--- config.mk ---
export PLATFORM = sky130hd
export DESIGN_NAME = jtframe_nvram_upload_flat
export DESIGN_NICKNAME = d
export VERILOG_FILES = /design/src/rtl/jtframe_nvram_upload_if.sv /design/src/rtl/jtframe_nvram_upload.sv /design/src/flat_wrapper.sv
export SDC_FILE = /design/constraint.sdc
export NUM_CORES = 1
export LEC_CHECK = 0
export CAP_MARGIN = 10
export CORE_UTILIZATION = 35
export CTS_CLUSTER_SIZE = 40
export DETAILED_ROUTE_END_ITERATION = 16
export PLACE_DENSITY = 0.66
export SETUP_SLACK_MARGIN = 0.05
export SLEW_MARGIN = 25
export SYNTH_ARGS = -nofsm -noshare
export SYNTH_HDL_FRONTEND = slang
export SYNTH_SLANG_ARGS = --single-unit
--- constraint.sdc ---
create_clock -name clk -period 5.4 [get_ports clk]
set_clock_uncertainty 0.2 [all_clocks]
set_input_delay 1.08 -clock clk [delete_from_list [all_inputs] [get_ports clk]]
set_output_delay 1.08 -clock clk [all_outputs]
set_load 0.02 [all_outputs]
--- src/rtl/jtframe_nvram_upload_if.sv ---
// Purpose: hps_io upload channel plus game NVRAM read port, grouped for the NVRAM upload responder.
// Latency: none, wiring only.
// Backpressure: hps_wait stalls hps_io; ram_cs is held until ram_ok or timeout.
interface jtframe_nvram_upload_if #(
    parameter int AW = 13
);
    // hps_io side
    logic          hps_upload;
    logic [7:0]    hps_index;
    logic          hps_rd;
    logic [26:0]   hps_addr;
    logic [7:0]    hps_din;
    logic          hps_wait;
    // game NVRAM side
    logic [AW-1:0] ram_addr;
    logic          ram_cs;
    logic          ram_ok;
    logic [7:0]    ram_dout;
    // status towards the game
    logic          uploading;
    logic          upload_end;
    logic          tout_err;

    // The responder block
    modport slave (
        input  hps_upload, hps_index, hps_rd, hps_addr, ram_ok, ram_dout,
        output hps_din, hps_wait, ram_addr, ram_cs, uploading, upload_end, tout_err
    );

    // hps_io and NVRAM together, as seen from outside the responder
    modport master (
        output hps_upload, hps_index, hps_rd, hps_addr, ram_ok, ram_dout,
        input  hps_din, hps_wait, ram_addr, ram_cs, uploading, upload_end, tout_err
    );
endinterface

--- src/rtl/jtframe_nvram_upload.sv ---
// Purpose: serves hps_io upload byte reads (NVRAM save) by fetching each byte from game NVRAM.
// Latency: 3+ cycles per in-range byte (request, arm, wait for ram_ok); 1 cycle for out-of-range bytes.
// Backpressure: hps_wait stalls hps_io from the request cycle until the byte sits in hps_din.
module jtframe_nvram_upload #(
    parameter int         AW          = 13,
    parameter logic [7:0] NVRAM_INDEX = 8'd2,
    parameter int         TOUT        = 255
)(
    input  logic                  clk,
    input  logic                  rst_n,
    jtframe_nvram_upload_if.slave bus
);

    typedef enum logic [1:0] {
        ST_IDLE = 2'd0,
        ST_ARM  = 2'd1,
        ST_WAIT = 2'd2
    } state_t;

    localparam logic [7:0] TOUT_C = 8'(TOUT);

    state_t        state_q;
    logic [7:0]    timer_q;
    logic [7:0]    timer_d;
    logic [7:0]    hps_din_q;
    logic [AW-1:0] ram_addr_q;
    logic          tout_err_q;
    logic          uploading_q;
    logic          uploading_d;
    logic          upload_end_q;

    logic          sess;
    logic          sess_rise;
    logic          in_range;
    logic          req;
    logic          timeout;

    // A session is only ours when hps_io is uploading the NVRAM file index.
    assign sess        = bus.hps_upload && (bus.hps_index == NVRAM_INDEX);
    assign uploading_d = sess;
    assign sess_rise   = sess && !uploading_q;

    // Any address bit above the NVRAM window makes the request out of range.
    assign in_range = (bus.hps_addr >> AW) == 27'd0;
    assign req      = bus.hps_rd && sess;

    assign timer_d  = timer_q + 8'd1;
    assign timeout  = (timer_q == TOUT_C);

    // Fetch FSM: latch the address, skip one cycle so a stale ram_ok from the
    // previous access cannot be mistaken for ours, then wait for data or give up.
    always_ff @(posedge clk or negedge rst_n) begin
        if (!rst_n) begin
            state_q    <= ST_IDLE;
            timer_q    <= 8'd0;
            hps_din_q  <= 8'd0;
            ram_addr_q <= '0;
            tout_err_q <= 1'b0;
        end else begin
            // A fresh session forgets the error of the previous one.
            if (sess_rise) begin
                tout_err_q <= 1'b0;
            end
            case (state_q)
                ST_IDLE: begin
                    if (req) begin
                        if (in_range) begin
                            ram_addr_q <= bus.hps_addr[AW-1:0];
                            timer_q    <= 8'd0;
                            state_q    <= ST_ARM;
                        end else begin
                            // Bytes past the NVRAM end read as erased memory.
                            hps_din_q  <= 8'hFF;
                        end
                    end
                end
                ST_ARM: begin
                    state_q <= sess ? ST_WAIT : ST_IDLE;
                end
                ST_WAIT: begin
                    if (!sess) begin
                        // Session abandoned: drop the fetch, keep the last byte.
                        state_q    <= ST_IDLE;
                    end else if (bus.ram_ok) begin
                        // Data wins over a timeout in the same cycle.
                        hps_din_q  <= bus.ram_dout;
                        state_q    <= ST_IDLE;
                    end else if (timeout) begin
                        hps_din_q  <= 8'hFF;
                        tout_err_q <= 1'b1;
                        state_q    <= ST_IDLE;
                    end else begin
                        timer_q    <= timer_d;
                    end
                end
                default: begin
                    state_q <= ST_IDLE;
                end
            endcase
        end
    end

    // Follow the session one cycle late and pulse once when it ends.
    always_ff @(posedge clk or negedge rst_n) begin
        if (!rst_n) begin
            uploading_q  <= 1'b0;
            upload_end_q <= 1'b0;
        end else begin
            uploading_q  <= uploading_d;
            upload_end_q <= uploading_q && !uploading_d;
        end
    end

    // hps_wait must rise on the request cycle itself so hps_io stalls at once;
    // out-of-range bytes are answered on the next edge and never stall.
    assign bus.hps_wait   = (state_q != ST_IDLE) || (req && in_range);
    assign bus.ram_cs     = (state_q == ST_ARM) || (state_q == ST_WAIT);
    assign bus.ram_addr   = ram_addr_q;
    assign bus.hps_din    = hps_din_q;
    assign bus.tout_err   = tout_err_q;
    assign bus.uploading  = uploading_q;
    assign bus.upload_end = upload_end_q;

endmodule

--- src/flat_wrapper.sv ---
// flat-port wrapper written by rule: the top's interface ports become plain ports
module jtframe_nvram_upload_flat 
#(
    parameter int         AW          = 13,
    parameter logic [7:0] NVRAM_INDEX = 8'd2,
    parameter int         TOUT        = 255
)
  (clk, rst_n, bus_hps_upload, bus_hps_index, bus_hps_rd, bus_hps_addr, bus_ram_ok, bus_ram_dout, bus_hps_din, bus_hps_wait, bus_ram_addr, bus_ram_cs, bus_uploading, bus_upload_end, bus_tout_err);
  jtframe_nvram_upload_if #(.AW(AW)) bus_i ();
  input  logic clk;
  input  logic rst_n;
  input wire logic [$bits(bus_i.hps_upload)-1:0] bus_hps_upload;
  input wire logic [$bits(bus_i.hps_index)-1:0] bus_hps_index;
  input wire logic [$bits(bus_i.hps_rd)-1:0] bus_hps_rd;
  input wire logic [$bits(bus_i.hps_addr)-1:0] bus_hps_addr;
  input wire logic [$bits(bus_i.ram_ok)-1:0] bus_ram_ok;
  input wire logic [$bits(bus_i.ram_dout)-1:0] bus_ram_dout;
  output wire logic [$bits(bus_i.hps_din)-1:0] bus_hps_din;
  output wire logic [$bits(bus_i.hps_wait)-1:0] bus_hps_wait;
  output wire logic [$bits(bus_i.ram_addr)-1:0] bus_ram_addr;
  output wire logic [$bits(bus_i.ram_cs)-1:0] bus_ram_cs;
  output wire logic [$bits(bus_i.uploading)-1:0] bus_uploading;
  output wire logic [$bits(bus_i.upload_end)-1:0] bus_upload_end;
  output wire logic [$bits(bus_i.tout_err)-1:0] bus_tout_err;
  assign bus_i.hps_upload = bus_hps_upload;
  assign bus_i.hps_index = bus_hps_index;
  assign bus_i.hps_rd = bus_hps_rd;
  assign bus_i.hps_addr = bus_hps_addr;
  assign bus_i.ram_ok = bus_ram_ok;
  assign bus_i.ram_dout = bus_ram_dout;
  assign bus_hps_din = bus_i.hps_din;
  assign bus_hps_wait = bus_i.hps_wait;
  assign bus_ram_addr = bus_i.ram_addr;
  assign bus_ram_cs = bus_i.ram_cs;
  assign bus_uploading = bus_i.uploading;
  assign bus_upload_end = bus_i.upload_end;
  assign bus_tout_err = bus_i.tout_err;
  jtframe_nvram_upload #(.AW(AW), .NVRAM_INDEX(NVRAM_INDEX), .TOUT(TOUT)) u_core (.clk(clk), .rst_n(rst_n), .bus(bus_i));
endmodule
; ---- Word level (Yosys, flattened, before mapping)
; Index checks and enable logic that the tools add are counted.
[classes]
shifts = 0
eq_ne = 12
mux = 24
order_cmp = 0
mul = 0
div_mod_pow = 0
bitwise_logic = 0
add_sub_neg = 1
n_reduce_logical = 17
[op_table]
columns = op, count
row1 = two-way mux 8 bit, 10
row2 = one-hot mux 8 bit (2 select lines), 2
row3 = logical NOT 27 bit, 1
row4 = two-way mux 2 bit, 6
row5 = adder 8 x 1 -> 8 bit (second input constant), 1
row6 = == test 8 x 2 -> 1 bit (second input constant), 1
row7 = == test 8 bit (second input constant), 1
row8 = inequality test 2 x 1 -> 1 bit (second input constant), 3
row9 = inequality test 2 bit (second input constant), 3
row10 = one-hot mux 2 bit (3 select lines), 1
row11 = AND reduction 3 bit, 2
row12 = AND reduction 6 bit, 1
row13 = logical AND 1 bit, 5
row14 = two-way mux 1 bit, 5
row15 = AND reduction 5 bit, 1
row16 = inequality test 4 bit (second input constant), 1
row17 = nonzero test 2 bit, 2
row18 = inequality test 3 x 2 -> 1 bit (second input constant), 1
row19 = == test 2 x 1 -> 1 bit (second input constant), 1
row20 = == test 2 bit (second input constant), 1
row21 = logical NOT 1 bit, 2
row22 = logical NOT 2 bit, 1
row23 = logical OR 1 bit, 2
[totals]
romBits = 0
n_memories = 0
elab_cells = 61
register_bits = 34
inputBits = 48
latch_bits = 0
ramBits = 0
output_inout_bits = 26

; ---- Logic depth before layout (Yosys ltp)
[depth]
word_depth = 8
depth_mapped = 9
depth_no_buf = 7

; ---- Worst setup path after synthesis
; Ideal clock, no wire load.
[synth_timing]
kind = input-to-output
start = input bus_hps_addr[21]
end = output bus_hps_wait
t_required_ns = 4.120
path_stages = 3
setup_slack_ns = 1.964
arrival_time_ns = 2.156
path_buffers = 0
cell_sequence = nor4_2 -> nand4_1 -> o21ai_0
[synth_between]
elab_chain_len = 3
[synth_rtl]
columns = item, line
row1 = from (decl), flat_wrapper.sv:15  ; input wire logic [$bits(bus_i.hps_addr)-1:0] bus_hps_addr;
row2 = logical NOT 27 bit, jtframe_nvram_upload.sv:44  ; assign in_range = (bus.hps_addr >> AW) == 27'd0;
row3 = logical AND 1 bit, jtframe_nvram_upload.sv:116  ; assign bus.hps_wait = (state_q != ST_IDLE) || (req && in_range);
row4 = logical OR 1 bit, jtframe_nvram_upload.sv:116
row5 = to (decl), flat_wrapper.sv:19  ; output wire logic [$bits(bus_i.hps_wait)-1:0] bus_hps_wait;
; Every way passes these cells.

; ---- Final worst setup path
[layout_timing]
start = input bus_hps_index[1]
end = output bus_hps_wait
[layout_between]
elab_chain_len = 5
[layout_rtl]
columns = item, line
row1 = from (decl), flat_wrapper.sv:13  ; input wire logic [$bits(bus_i.hps_index)-1:0] bus_hps_index;
row2 = == test 8 x 2 -> 1 bit, jtframe_nvram_upload.sv:39  ; assign sess = bus.hps_upload && (bus.hps_index == NVRAM_INDEX);
row3 = logical AND 1 bit, jtframe_nvram_upload.sv:39
row4 = logical AND 1 bit, jtframe_nvram_upload.sv:45  ; assign req = bus.hps_rd && sess;
row5 = logical AND 1 bit, jtframe_nvram_upload.sv:116
row6 = logical OR 1 bit, jtframe_nvram_upload.sv:116
; Every way passes these cells.

==> results.md <==
- Critical path launch point type: input port
- Leak pwr: 1.063 nW
- First DRT Iteration DRCs: 89
- Global-route wire length before repair: between 6 and 7 mm
- Worst Path Arrival: 3.13 ns
- Minimum clock period: roughly 4.4 ns
- Cells after Synth: 157
- Num CTS Buffers: 5
- Core area: 4444 um^2
- Relative slew slack: 0.4404
- Critical path capture point type: primary output
- Netlist cell types: 33
- Max_cap viols: 0
- Clock buffer depth: 2
- Critical path fanouts, max: 3
- Nets: 284
- Yosys Warn Count: 0
- Die area: 4994 um^2
- Root Buffer: clkbuf_8
- Grt peak-use layer: met2
- R2R cell count: 7
- Worst Setup EP: bus_hps_wait
- Final Cell Area: around 2500 um^2
- Crit path from: bus_hps_index[1]
- Core Rows: 24
- Slew @ Worst Pin: approximately 0.83 ns
- Status: complete, but fails checks
- Place WS: between 1 and 1.5 ns
- Port bufs: between 70 and 80
- Max Fclk: 226.8 MHz
- # setup viols final: 0
- Crit Reg-Reg Startpoint: u_core.state_q[0]$_DFFE_PN0P_
- Top cells by count, synth: 34 x dfrtp_1, 18 x a21oi_1, 16 x nand2_1, 13 x mux2_2, 11 x nand3_1
- CP most frequent cell: clkdlybuf4s50_1
- Via Count: 1450
- DR DRC count: 2
- Max incr delay on CP: 0.69 ns
- HPWL Detailed: between 2 and 3 mm
- TritonCTS clock tree: done
- Final ANT Viol Nets: 0
- Vias in the first global route: between 1000 and 1500
- RR Endpoint: u_core.timer_q[7]$_DFFE_PN0P_
- Area leader, netlist: dfrtp_1
- Syn avg cell area: 10.51 um^2
- Setup Fix Bufs, Post-CTS: 0
- Starting Density: 0.3713
- Maximum vdd drop: ~0.11 mV
- PostCTS Resize Cnt: 0
- Met3 Resource Use GR: 0.05128
- Top_reg_cell synth: dfrtp_1
- GR Util met1: 0.2060
- RSZ-0062 raised after global routing: no
- Setup CP Type: input port to primary output
- TritonRoute pass-1 iters: 10
- Worst Hold Class: register to register
- Setup WS post-layout: approximately 1 ns
- Crit-path cells: clkdlybuf4s50_1, nor3b_1, nand4_1, o21ai_0, clkdlybuf4s50_1
- Die Y: 70.67 um
- Final hold vios: 0
- CTS Hold Bufs: 0
- Hold_ws: between 0.3 and 0.4 ns
- Antenna Cells: 0
- Placed instance count: about 280
- Gp weighted congestion: 0.7651
- Die width: approximately 71 um
- Power per Cell Area: a little over 200 nW/um^2
- Total GRT Usage: 0.1657
- Post-synth EDFFs: 0
- Reg clk slew, reported paths: 0.07 ns
- Failing checks: design-rule violations
- Vias/cell: just over 5
- Yosys top cell area share: 0.5155
- Final setup TNS: 0 ns
- Final wirelength: slightly below 4 mm
- Layout Utilization: 0.5670
- Cell with the most instances after synthesis: dfrtp_1
- Total power: a little over 0.5 mW
- Wire per inst: roughly 14 um
- Mapped cell area: between 1500 and 2000 um^2
- Post-synth ARST share: 1.000
- M2 GR Usage: 0.2546
- Fin cells: approximately 290
- Clock insertion delay at the later pin of the skew report: around 0.29 ns
- Top cells by area, synth: dfrtp_1 52%, mux2_2 8.9%, a21oi_1 5.5%
- Seq/Total Area, Yosys: 0.5155
- GRT overflow: 0
- Dpl cell area: around 2400 um^2
- Layout cells sized above 1: 0.1202
- Worst EP required: about 4.1 ns
- Synth Net Count: 209
- Initial antenna violation count: 0
- I/O pin total: 74
- Flops & latches, synth: 34
- H-tree levels: 2
- Largest net degree at the start of global routing: 35
- Slew Viols, Final: 0
- Register-to-register setup slack: around 2.5 ns
- Period utilisation layout: 0.8166
- Synth-to-layout area growth: 52.69%
- Slowest CP cell: clkdlybuf4s50_1
- Clk sink count: 34
[cell families (layout without fill, tap and decap cells)]
family / after synthesis / in the layout / synth area share
AOI/OAI and AO/OA: 32 / 32 / 0.1122
adders and majority gates: 4 / 4 / 0.03033
buffers and inverters: 11 / 87 / 0.02653
DFF: 34 / 34 / 0.5155
muxes: 13 / 13 / 0.08870
and+or+nand+nor: 63 / 63 / 0.2267
[worst min-delay path by stage]
| stage | start | to | cells after the start | slack [ns] |
|---|---|---|---|---|
| after detailed placement | u_core.bus.ram_addr[3]$_DFFE_PN0P_ | u_core.bus.ram_addr[3]$_DFFE_PN0P_ | 1 | 0.30 |
| after global routing | u_core.bus.ram_addr[6]$_DFFE_PN0P_ | u_core.bus.ram_addr[6]$_DFFE_PN0P_ | 1 | 0.33 |
| final | u_core.bus.uploading$_DFF_PN0_ | u_core.bus.upload_end$_DFF_PN0_ | 1 | 0.30 |
| after floorplan | u_core.timer_q[1]$_DFFE_PN0P_ | u_core.timer_q[1]$_DFFE_PN0P_ | 2 | 0.28 |
| after global placement | u_core.bus.ram_addr[1]$_DFFE_PN0P_ | u_core.bus.ram_addr[1]$_DFFE_PN0P_ | 1 | 0.29 |
| after CTS | u_core.bus.ram_addr[8]$_DFFE_PN0P_ | u_core.bus.ram_addr[8]$_DFFE_PN0P_ | 1 | 0.31 |
[layer usage]
layer	vias up	share of wire	wire length, um
met5	-	0	0
met4	0	0.016	63
met3	6	0.069	272
met2	46	0.46	1791
met1	675	0.46	1810
li1	723	-	-
[power by group]
group,internal [mW],leakage (nW),switching (mW)
registers,0.258,0.453,0.00155
logic,0.0373,0.562,0.0202
clock network,0.103,0.0482,0.0924
[layout by cell type, fill, tap and decap left out, types with 2 or more instances in the layout]
| cell | netlist | final |
|---|---|---|
| nand4_1 | 2 | 2 |
| nand2b_1 | 2 | 2 |
| or4_1 | 3 | 3 |
| dfrtp_1 | 34 | 34 |
| and2_1 | 3 | 3 |
| nand3_1 | 11 | 11 |
| o31ai_1 | 2 | 2 |
| inv_1 | 5 | 5 |
| nor4_1 | 2 | 2 |
| o21ai_0 | 6 | 6 |
| nand2_1 | 16 | 16 |
| clkdlybuf4s50_1 | 0 | 72 |
| clkbuf_8 | 0 | 6 |
| nor2_1 | 9 | 9 |
| nor4_2 | 3 | 3 |
| ha_1 | 4 | 4 |
| a21oi_1 | 18 | 18 |
| mux2_2 | 13 | 13 |
| or4b_1 | 3 | 3 |
| a22o_1 | 2 | 2 |
[cell type report]
type	count	area, um^2
repair buffers	74	733.2
inverters	5	18.77
well taps	52	65.06
clock inverters	1	5.005
clock buffers	7	86.33
flip-flops and latches	34	850.8
fillers	400	1924
multi-input cells	112	760.7
[critical path: cells and delay by family]
family	cells	cell delay (ns)
buffers and inverters	2	1.14
and+or+nand+nor	2	0.57
AOI/OAI and AO/OA	1	0.34
[registers in the layout (all words and copies together), names as in the netlist]
register / cells
u_core.bus.uploading: 1
u_core.bus.ram_addr: 13
u_core.bus.hps_din: 8
u_core.bus.upload_end: 1
u_core.bus.tout_err: 1
u_core.timer_q: 8
u_core.state_q: 2
Power figures use the tool's default switching activity.
